File: config.mk
export PLATFORM = sky130hd
export DESIGN_NAME = regfile_nxmb
export DESIGN_NICKNAME = d
export VERILOG_FILES = /design/src/rtl/regfile_nxmb.sv
export SDC_FILE = /design/constraint.sdc
export NUM_CORES = 1
export LEC_CHECK = 0
export ABC_AREA = 1
export CORE_ASPECT_RATIO = 0.75
export CORE_UTILIZATION = 40
export DETAILED_ROUTE_END_ITERATION = 16
export GPL_TIMING_DRIVEN = 0
export PLACE_DENSITY = 0.69
export SLEW_MARGIN = 5
export SYNTH_ARGS = -nofsm -noshare
export SYNTH_HDL_FRONTEND = slang
export SYNTH_SLANG_ARGS = --single-unit
File: constraint.sdc
create_clock -name clk -period 1.6 [get_ports clk]
set_input_delay 0.32 -clock clk [delete_from_list [all_inputs] [get_ports clk]]
set_output_delay 0.32 -clock clk [all_outputs]
set_load 0.02 [all_outputs]
File: src/rtl/regfile_nxmb.sv
// Parametrised register file: one strobed write port, NRD combinational read ports,
// sequenced clear engine. Optional write-first forwarding via macro REGFILE_NXMB_BYPASS_EN.
//
// state  | meaning
// S_IDLE | writes accepted, clr_i sampled
// S_CLR  | sweep writes INIT_VAL to one entry per cycle, writes dropped
module regfile_nxmb #(
  parameter int AW    = 3,
  parameter int DEPTH = 8,
  parameter int DW    = 8,
  parameter int SW    = 8,
  parameter int NRD   = 2,
  parameter logic [DW-1:0] INIT_VAL = '0
) (
  input  logic                clk,
  input  logic                rst_n,
  input  logic                wen_i,
  input  logic [AW-1:0]       waddr_i,
  input  logic [DW-1:0]       wdata_i,
  input  logic [DW/SW-1:0]    wstrb_i,
  input  logic                clr_i,
  output logic                busy_o,
  output logic                wr_err_o,
  input  logic [NRD*AW-1:0]   raddr_i,
  output logic [NRD*DW-1:0]   rdata_o
);

  localparam int NL = DW / SW;
  localparam logic [AW:0]   DEPTH_L = (AW+1)'(DEPTH);
  localparam logic [AW-1:0] LAST_L  = AW'(DEPTH - 1);

  typedef enum logic {S_IDLE, S_CLR} state_t;

  state_t          r_state;
  logic [AW-1:0]   r_cnt;
  logic            r_busy;
  logic            r_wr_err;
  logic [DW-1:0]   r_mem [DEPTH];

  logic            w_addr_ok;
  logic            w_wr_acc;
  logic            w_wr_drop;
  logic [NRD*DW-1:0] w_rdata;

  assign w_addr_ok = ({1'b0, waddr_i} < DEPTH_L);
  assign w_wr_acc  = wen_i && (r_state == S_IDLE) && w_addr_ok;
  assign w_wr_drop = wen_i && !w_wr_acc;

  always_ff @(posedge clk or negedge rst_n) begin
    if (!rst_n) begin
      r_state  <= S_IDLE;
      r_cnt    <= '0;
      r_busy   <= 1'b0;
      r_wr_err <= 1'b0;
      for (int i = 0; i < DEPTH; i++) r_mem[i] <= INIT_VAL;
    end else begin
      r_wr_err <= w_wr_drop;
      if (w_wr_acc) begin
        for (int j = 0; j < NL; j++)
          if (wstrb_i[j]) r_mem[waddr_i][j*SW +: SW] <= wdata_i[j*SW +: SW];
      end
      case (r_state)
        S_IDLE: begin
          if (clr_i) begin
            r_state <= S_CLR;
            r_cnt   <= '0;
            r_busy  <= 1'b1;
          end
        end
        S_CLR: begin
          r_mem[r_cnt] <= INIT_VAL;
          if (r_cnt == LAST_L) begin
            r_state <= S_IDLE;
            r_busy  <= 1'b0;
          end else begin
            r_cnt <= r_cnt + 1'b1;
          end
        end
        default: begin
          r_state <= S_IDLE;
          r_busy  <= 1'b0;
        end
      endcase
    end
  end

  // Out-of-range read addresses return zero rather than aliasing.
  always_comb begin
    w_rdata = '0;
    for (int k = 0; k < NRD; k++) begin
      if ({1'b0, raddr_i[k*AW +: AW]} < DEPTH_L)
        w_rdata[k*DW +: DW] = r_mem[raddr_i[k*AW +: AW]];
`ifdef REGFILE_NXMB_BYPASS_EN
      if (w_wr_acc && (raddr_i[k*AW +: AW] == waddr_i)) begin
        for (int j = 0; j < NL; j++)
          if (wstrb_i[j]) w_rdata[k*DW + j*SW +: SW] = wdata_i[j*SW +: SW];
      end
`endif
    end
  end

  assign rdata_o  = w_rdata;
  assign busy_o   = r_busy;
  assign wr_err_o = r_wr_err;

endmodule

# [After elaboration in Yosys (flattened, before gate mapping)]
# Cells that the tools add are included.
[totals] register_bits=70 elab_cells=60
[classes] addsub=1 order_cmp=6 eq_ne=4 n_mux=23 n_bitwise=7 reduce_logical=7
[ops] op="64-bit 2-to-1 mux" count=3
[ops] op="64-bit bitwise AND" count=1
[ops] op="64-bit bitwise mux" count=1
[ops] op="64-bit NOT" count=1
[ops] op="8-bit binary-select mux with 3-bit select" count=2
[ops] op="8-bit demux with 3-bit select" count=2
[ops] op="8-bit 2-to-1 mux" count=6
[ops] op="4-bit greater-or-equal comparator (second input constant)" count=4
[ops] op="3-bit NOT with 4-bit output" count=4
[ops] op="4-bit by 1-bit < comparator with 1-bit output (second input constant)" count=2
[ops] op="3-bit 2-to-1 mux" count=2
[ops] op="3-bit case mux with 2 select lines" count=1
[ops] op="1-bit logical AND" count=4
[ops] op="1-bit 2-to-1 mux" count=4
[ops] op="2-bit inequality test (second input constant)" count=2
[ops] op="1-bit case mux with 2 select lines" count=2
[ops] op="2-bit AND reduction" count=2
[ops] op="3-bit by 1-bit adder with 3-bit output (second input constant)" count=1
[ops] op="3-bit equality test (second input constant)" count=1
[ops] op="2-bit by 1-bit inequality test with 1-bit output (second input constant)" count=1
[ops] op="1-bit logical NOT" count=1
[ops] op="1-bit NOT" count=1

# [Logic depth before layout (Yosys ltp)]
# Gate-level depths: netlist of the first run.
[logic_depth] depth_word=10 depth_mapped=8

# [Worst setup path after synthesis of the first run]
# OpenSTA, ideal clock, no wires.
[synth_timing] path_type="in2out" startpoint="input port raddr_i[4]" endpoint="output port rdata_o[13]" arrival_ns=1.247 required_ns=1.280 slack_ns=0.033 stages=7 n_path_buf=2 path_cell_list="buf_2 inv_1 clkbuf_1 nand3_1 nand2_1 nand2_1 nand2_1"
[synth_via] elab_chain_cells=4
[synth_rtl] item="from (decl)" line_no="24" rtl="input logic [NRD*AW-1:0] raddr_i,"
[synth_rtl] item="3-bit NOT with 4-bit output (not written as such)" line_no="92" rtl="w_rdata[k*DW +: DW] = r_mem[raddr_i[k*AW +: AW]];"
[synth_rtl] item="8-bit binary-select mux with 3-bit select" line_no="92"
[synth_rtl] item="8-bit 2-to-1 mux (not written as such) (2 in series)" line_no="92"
[synth_rtl] item="to (decl)" line_no="25" rtl="output logic [NRD*DW-1:0] rdata_o"
# No other way between the ends. The select of a mux whose other input is x is not followed.

# [Worst setup path after layout of the first run]
[layout_timing] startpoint="register r_mem[24] (netlist name)" endpoint="output port rdata_o[8]"
[layout_via] elab_chain_cells=3
[layout_rtl] item="from (decl)" line_no="38" rtl="logic [DW-1:0] r_mem [DEPTH];"
[layout_rtl] item="from (signal, indexed assignment)" line_no="60" rtl="if (wstrb_i[j]) r_mem[waddr_i][j*SW +: SW] <= wdata_i[j*SW +: SW];"
[layout_rtl] item="8-bit binary-select mux with 3-bit select" line_no="92"
[layout_rtl] item="8-bit 2-to-1 mux (not written as such) (2 in series)" line_no="92"
# No other way between the ends. The select of a mux whose other input is x is not followed.

==> results.md, run 1 <==
- Number of synthesized register bits: 70
- # clock sinks: 70
- Number of distinct standard cells referenced by the synthesized netlist: 21
- Mean post-synth cell area: ~6.2 um2
- Total grt overflow: 0
- Vias: about 5.0k
- Min setup slack post-route: -0.0262 ns
- Number of rows in the core area: 34
- CTS tree: built
- DRC violations left: 1
- Largest stage delay on the critical path: between 0.3 and 0.4 ns
- Pin count of the biggest net entering global routing: between 40 and 50
- Type of the most critical hold path: in2async
- Clk pin slew, worst setup/hold paths: ~0.060 ns
- Worst path most repeated cell: sky130_fd_sc_hd__nand2_1
- Placeable core region: between 10000 and 15000 um2
- CP max stage cell: sky130_fd_sc_hd__dfrtp_1
- Number of slew-limit violations in the final report: 0
- Die extent in y: between 90 and 100 um
- Remaining antenna violation count: 0
- Weighted congestion reported at the end of routability-driven placement: between 0.9 and 1
- Detailed Routing Iterations Pass 1: 11
- Avg WL per Cell: 15.7 um
- Final Routed Wirelength: between 15000 and 20000 um
- Kind of critical path: reg2out
- Antenna fix cells: 0
- Buffers added on ports: 28
- Number of DRC markers in iteration 0: roughly 670
- CTS HTree Levels: 3
- Number of buffers on the longest clock path: 2
- Number of nets in the final layout: approximately 840
- Number of CTS-inserted buffers: 9
- Filler cells: 1159
- Count of endpoints failing setup in the final report: 5
- Number of instances in the synthesized netlist: 769
- Antenna violations before repair: 0
- Share of the clock period used by the worst path: 102%
- Crit path capture type: output pin
- Final setup skew: 0.00939 ns
- Post-layout power: between 8 and 9 mW
- Number of global-route vias before repair: between 4k and 5k
- Net count after synthesis: slightly below 800
- Final cell count without fillers: 987
- Sort of element at the start of the critical path: flip-flop
- Maximum fanout along the worst path: 3
- Layout overhead on the synthesized area: 26.9%
- Dpl cells: 960
- Violated checks: DRC, setup timing
- Worst path required time: 1.28 ns
- Clock root cell: sky130_fd_sc_hd__clkbuf_16
- Area occupied by multi-input gates: between 2000 and 3000 um2
- Power density cells: approximately 1400 nW/um2
- Area taken by flip-flops and latches: approximately 1800 um2
- Worst slew margin: a little over half
- Insertion delay of the later-clocked pin in the worst-skew pair: 0.34 ns
- Total GRT Usage: about a quarter
- Unrepaired setup endpoints after global routing: yes
- Post-route design area: 6010 um2
- Width of the chip: between 100 and 150 um
- Highest ir drop seen on vdd: a little under 800 uV
- Dpl cell area: 5250 um2
- Gate family responsible for the most delay along the worst path: simple AND/OR/NAND/NOR gates
- Highest achievable clock rate: between 600 and 700 MHz
- DP Wirelength: about 11000 um
- Share of cells above drive strength 1: 27.2%
- Global-route wire length before repair: around 23000 um
- Vias per inst: between 5 and 6
- Status: complete, but fails checks
- Die area: ~12000 um2
- Total buffers and inverters traversed by the critical path: 2
- Share of synthesized area occupied by flip-flops and latches: a little under two fifths
- Worst hold margin: ~0.44 ns
- Max-cap violations: 0
- Slew at the pin with the worst max-slew slack: 0.685 ns
- Synth Warn #: 0
- Final hold violation count: 0
- Crit path arrival time: approximately 1.3 ns
- Cell breakdown of the critical path: inv_2 > nand2_1 > nand3_1 > nand2_1 > nand2_1 > nand2_2 > buf_6
- Final worst path period need: 1.63 ns
- Syn Std Cell Area: 4740 um2
- Leakage: about 3.6 nW
- Starting Density: around two fifths
- Top-level I/O count: 40
[per-stage QoR]
step	worst slack (ns)	setup TNS (ns)	util, %
2_1_floorplan	0.0326	0	-
3_3_place_gp	-2.24	-181.46	45.1
4_1_cts	-0.00943	-0.0195	49.4
3_5_place_dp	-0.806	-24.96	45.3
6_report	-0.0262	-0.0545	52.0
5_1_grt	-0.0746	-0.719	52.0
[final timing paths]
check	slack (ns)	start	cells after the start	to
hold / removal	0.44	rst_n	2	wr_err_o
max in group asynchronous	0.60	rst_n	3	r_mem[44]
hold reg to reg	0.53	r_mem[16]	2	r_mem[16]
min in group clk	0.49	waddr_i[2]	4	r_mem[34]
setup reg to reg	0.08	r_state	5	r_mem[30]
setup / recovery	-0.03	r_mem[24]	7	rdata_o[8]
[cells in the final DEF (no fill, tap or decap)]
cell type / synthesis / routed
sky130_fd_sc_hd__nand2_1: 342 / 297
sky130_fd_sc_hd__nor2_1: 121 / 121
sky130_fd_sc_hd__dfrtp_1: 70 / 70
sky130_fd_sc_hd__inv_2: 4 / 63
sky130_fd_sc_hd__nand3_1: 74 / 52
sky130_fd_sc_hd__nand2_2: 1 / 46
sky130_fd_sc_hd__buf_6: 8 / 26
sky130_fd_sc_hd__inv_1: 85 / 23
sky130_fd_sc_hd__nand3_2: 0 / 22
sky130_fd_sc_hd__buf_4: 0 / 16
sky130_fd_sc_hd__a21oi_1: 11 / 11
sky130_fd_sc_hd__clkbuf_16: 0 / 9
sky130_fd_sc_hd__clkdlybuf4s50_1: 0 / 9
sky130_fd_sc_hd__nand3_4: 7 / 7
sky130_fd_sc_hd__clkbuf_8: 0 / 5
sky130_fd_sc_hd__clkbuf_4: 0 / 5
sky130_fd_sc_hd__nand3b_1: 5 / 5
sky130_fd_sc_hd__nor2_4: 2 / 4
sky130_fd_sc_hd__clkbuf_1: 20 / 4
sky130_fd_sc_hd__clkbuf_2: 0 / 4
sky130_fd_sc_hd__inv_4: 0 / 3
sky130_fd_sc_hd__buf_2: 5 / 3
sky130_fd_sc_hd__o21ai_1: 3 / 3
sky130_fd_sc_hd__ha_1: 2 / 2
sky130_fd_sc_hd__clkinvlp_4: 0 / 2
sky130_fd_sc_hd__clkinv_2: 0 / 2
sky130_fd_sc_hd__bufinv_16: 0 / 2
sky130_fd_sc_hd__buf_1: 3 / 1
sky130_fd_sc_hd__nor2_8: 1 / 1
sky130_fd_sc_hd__nor2_2: 3 / 1
sky130_fd_sc_hd__or2_4: 1 / 1
sky130_fd_sc_hd__nand2_4: 1 / 1
sky130_fd_sc_hd__dlygate4sd3_1: 0 / 1
sky130_fd_sc_hd__dlymetal6s2s_1: 0 / 1
sky130_fd_sc_hd__buf_16: 0 / 1
sky130_fd_sc_hd__dlygate4sd2_1: 0 / 1
[layer usage]
metal	up-vias	global-route usage, %	share of wire [%]
met2	242	37.7	41
met1	2279	38.8	47
li1	2406	-	-
met4	0	8.33	2.2
met3	29	5.45	9.9
met5	-	0	0
[cell type report]
class	count	share of cell area [%]
clock buffers	10	3.98
well taps	162	3.37
flip-flops and latches	70	29.1
repair buffers	40	6.85
plain buffers	36	4.93
clock inverters	6	1.42
multi-input cells	574	44.6
inverters	89	5.68
[synthesized netlist by cell type (all sizes together)]
cell | count | share of area (%)
a21oi | 11 | 1.2
buf | 16 | 2.7
clkbuf | 20 | 1.6
dfrtp | 70 | 37
ha | 2 | 0.53
inv | 89 | 7.1
nand2 | 344 | 27
nand3 | 81 | 10
nand3b | 5 | 0.79
nor2 | 127 | 11
o21ai | 3 | 0.32
or2 | 1 | 0.18
[where the power goes]
part	internal (mW)	switching [mW]
registers	2.38	0.350
clock network	1.40	0.789
logic	1.27	2.32
total	5.05	3.46
[kinds of logic after synthesis]
kind of cell	Yosys count	share of synthesized area (%)
compound gates	14	1.48
fa+ha+maj	2	0.528
buf+inv	125	11.3
flops	70	37.0
simple gates	558	49.7
[timing repair]
| item | in CTS | in global routing |
|---|---|---|
| pin swaps | 26 | 33 |
| hold buffers | 1 | 0 |
| buffers inserted | 1 | 9 |
| gates resized for setup | 181 | 98 |
| setup endpoints to repair | 17 | 30 |
| hold endpoints to repair | 24 | 0 |
[registers in the layout, summed over array words and instances (netlist names)]
name      flops
r_cnt         3
r_state       1
r_mem        64
busy_o        1
wr_err_o      1
Power figures use the tool's default switching activity.
==> run 2: changes to the inputs <==
--- a/config.mk
+++ b/config.mk
@@ -6,7 +6,7 @@
 export NUM_CORES = 1
 export LEC_CHECK = 0
 export ABC_AREA = 1
-export CORE_ASPECT_RATIO = 0.75
+export CORE_ASPECT_RATIO = 1.1
 export CORE_UTILIZATION = 40
 export DETAILED_ROUTE_END_ITERATION = 16
 export GPL_TIMING_DRIVEN = 0
==> run 2 against run 1 <==
The flow finishes with violations (setup timing); cell area grew 3.0%; critical endpoint is now rdata_o[9]; sequential power barely moved; die area barely moved; utilization is 1.9 points higher; non-clock buffer count rose by 18; largest cell class unchanged; register-to-register slack better by 0.03 ns; critical path depth is 1 higher; setup slack better by 0.0042 ns; sequential share of layout area is 0.84 points lower; maximum frequency is 0.26% higher; clock-buffer cell count rose by 2.
==> results.md, run 2 (synthesis results as in run 1) <==
- Reg-to-Reg End: r_mem[26] (was r_mem[30])
- Global-route wire length before repair: 23500 um (was 23400 um)
- Final hold violation count: 0 (unchanged)
- Total GRT Usage: 25.7% (was 26.1%)
- Min setup slack post-route: -0.0219 ns (was -0.0262 ns)
- Power density cells: 1390 nW/um2 (was 1420 nW/um2)
- Worst path required time: 1.28 ns (about the same)
- Insertion delay of the later-clocked pin in the worst-skew pair: 0.35 ns (was 0.34 ns)
- Combinational fraction of design power: 44.4% (was 42.2%)
- Buffers added on ports: 28 (unchanged)
- Commonest cells after routing, fill and taps aside: 289 x sky130_fd_sc_hd__nand2_1, 121 x sky130_fd_sc_hd__nor2_1, 70 x sky130_fd_sc_hd__dfrtp_1 (was 297 x sky130_fd_sc_hd__nand2_1, 121 x sky130_fd_sc_hd__nor2_1, 70 x sky130_fd_sc_hd__dfrtp_1)
- Clock root cell: sky130_fd_sc_hd__clkbuf_16 (unchanged)
- Unrepaired setup endpoints after global routing: yes (unchanged)
- Layout overhead on the synthesized area: 30.7% (was 26.9%)
- Maximum fanout along the worst path: 10 (was 3)
- Remaining antenna violation count: 0 (unchanged)
- Flop2flop setup slack: 0.11 ns (was 0.08 ns)
- Final Routed Wirelength: 15300 um (was 15500 um)
- Number of rows in the core area: 41 (was 34)
- Top-level I/O count: 40 (unchanged)
- Starting Density: 41.2% (was 40.9%)
- Number of nets in the final layout: 862 (was 844)
- Design internal power: 5.12 mW (was 5.05 mW)
- Sw Ratio: 40.5% (was 40.7%)
- Met3 layer wire length in the routed design: 1200 um (was 1530 um)
- Detailed Routing Iterations Pass 1: 5 (was 11)
- DP Wirelength: 10600 um (was 11000 um)
- Flop pwr share: 31.7% (was 32.1%)
- Crit path capture type: output pin (unchanged)
- Cell breakdown of the critical path: clkbuf_4 > buf_2 > nand2_1 > nand3_1 > nand2_2 > nand2_1 > nand2_1 > buf_6 (was inv_2 > nand2_1 > nand3_1 > nand2_1 > nand2_1 > nand2_2 > buf_6)
- Final worst path period need: 1.62 ns (was 1.63 ns)
- Biggest regs: r_mem x64, r_cnt x3 (unchanged)
- Clk pin slew, worst setup/hold paths: 0.05 ns (was 0.06 ns)
- Top layer reached by signal wires: met4 (unchanged)
- Area taken by flip-flops and latches: 1750 um2 (unchanged)
- Placeable core region: 11500 um2 (was 11600 um2)
- Beginning of the critical path: raddr_i[3] (was r_mem[24])
- Share of cells above drive strength 1: 31.1% (was 27.2%)
- Type of the most critical hold path: in2async (unchanged)
- Number of global-route vias before repair: 4273 (was 4288)
- Number of CTS-inserted buffers: 9 (unchanged)
- Pre-CTS setup slack: -0.781 ns (was -0.806 ns)
- Leakage: 3.68 nW (was 3.58 nW)
- Share of the clock period used by the worst path: 101% (was 102%)
- Violated checks: setup timing (was DRC, setup timing)
- Number of buffers on the longest clock path: 2 (unchanged)
- Antenna violations before repair: 0 (unchanged)
- Worst slew margin: 51.2% (was 54.4%)
- Count of endpoints failing setup in the final report: 5 (unchanged)
- Width of the chip: 106 um (was 128 um)
- Status: complete, but fails checks (unchanged)
- Number of DRC markers in iteration 0: 475 (was 671)
- Crit path arrival time: 1.30 ns (was 1.31 ns)
- Total negative slack for setup checks: -0.0607 ns (was -0.0545 ns)
- Kind of critical path: in2out (was reg2out)
- Weighted congestion reported at the end of routability-driven placement: 0.937 (was 0.953)
- Clock network power share: 23.9% (was 25.7%)
- Most flop-heavy register: r_mem (unchanged)
- Antenna fix cells: 0 (unchanged)
- Routed metal-1 wire length: 6680 um (was 7230 um)
- Vias: 4958 (was 4956)
- CP max stage cell: sky130_fd_sc_hd__buf_2 (was sky130_fd_sc_hd__dfrtp_1)
- Critical path capture point: rdata_o[9] (was rdata_o[8])
- Most common cell after layout, fill and taps aside: sky130_fd_sc_hd__nand2_1 (unchanged)
- Worst path most repeated cell: sky130_fd_sc_hd__nand2_1 (unchanged)
- Pin count of the biggest net entering global routing: 51 (was 47)
- Slew at the pin with the worst max-slew slack: 0.731 ns (was 0.685 ns)
- Number of slew-limit violations in the final report: 0 (unchanged)
- Highest ir drop seen on vdd: 628 uV (was 786 uV)
- Power dissipated by switching net loads: 3.49 mW (was 3.46 mW)
- Highest achievable clock rate: 617 MHz (was 615 MHz)
- Die area: 12300 um2 (about the same)
- Total grt overflow: 0 (unchanged)
- Die extent in y: 116 um (was 96.3 um)
- Amount of wire on met2 after detailed routing: 6970 um (was 6380 um)
- Cells on worst reg2reg path: 5 (unchanged)
- Max-cap violations: 0 (unchanged)
- Flip-flop count of the largest register after layout: 64 (unchanged)
- # clock sinks: 70 (unchanged)
- Final setup skew: 0.00898 ns (was 0.00939 ns)
- Avg WL per Cell: 15.4 um (was 15.7 um)
- Vias per inst: 4.99 (was 5.02)
- CTS HTree Levels: 3 (unchanged)
- DRC violations left: 0 (was 1)
- Sort of element at the start of the critical path: primary input (was flip-flop)
- Area occupied by multi-input gates: 2760 um2 (was 2680 um2)
- Worst hold margin: 0.409 ns (was 0.439 ns)
- Worst r2r src: r_state (unchanged)
- Filler cells: 1156 (was 1159)
- CTS tree: built (unchanged)
- Largest stage delay on the critical path: 0.27 ns (was 0.37 ns)
run 2: timing repair:
action	CTS	global route
pin swaps	28	29
hold endpoints to repair	20	0
resized for setup	201	96
gates cloned	0	0
setup endpoints to repair	17	27
hold buffers	1	0
buffers inserted	9	19
run 2: layout make-up:
class / instances / share of cell area (%)
Clock buffer: 12 / 4.14
Timing Repair Buffer: 58 / 8.77
Multi-Input combinational cell: 574 / 44.6
Clock inverter: 4 / 0.728
Buffer: 36 / 4.87
Tap cell: 150 / 3.03
Inverter: 89 / 5.52
Sequential cell: 70 / 28.3
run 2: worst min-delay path by stage:
stage                end      start  slack (ns)
2_1_floorplan     busy_o      rst_n        0.02
3_3_place_gp   r_mem[18]  r_mem[18]        0.49
3_5_place_dp   r_mem[11]      rst_n        0.24
4_1_cts        r_mem[11]      rst_n        0.41
5_1_grt        r_mem[11]      rst_n        0.45
6_report       r_mem[11]      rst_n        0.41
run 2: routing by layer:
layer	vias to the layer above	GRT usage, %
li1	2445	-
met1	2285	36.1
met2	201	39.6
met3	27	4.30
met4	0	10.1
met5	-	0
run 2: through the flow:
| stage | total power [mW] | instances | utilization [%] | instance area, um2 |
|---|---|---|---|---|
| 2_1_floorplan | 4.76 | 769 | - | 4740 |
| 3_3_place_gp | 5.64 | 947 | 45.3 | 5210 |
| 3_5_place_dp | 5.70 | 948 | 45.5 | 5230 |
| 4_1_cts | 8.12 | 974 | 50.3 | 5790 |
| 5_1_grt | 9.19 | 993 | 53.9 | 6190 |
| 6_report | 8.61 | 993 | 53.9 | 6190 |
run 2: worst max-delay path: cells and delay by family:
family	cells	cell delay, ns
and+or+nand+nor	5	0.41
buffers and inverters	3	0.57
run 2: power by group through the flow:
stage | Combinational (mW) | Sequential, mW | Clock, mW
6_report | 3.82 | 2.73 | 2.06
5_1_grt | 4.24 | 2.79 | 2.15
4_1_cts | 3.32 | 2.71 | 2.09
3_5_place_dp | 3.04 | 2.66 | 0
3_3_place_gp | 3.00 | 2.64 | 0
2_1_floorplan | 2.14 | 2.62 | 0
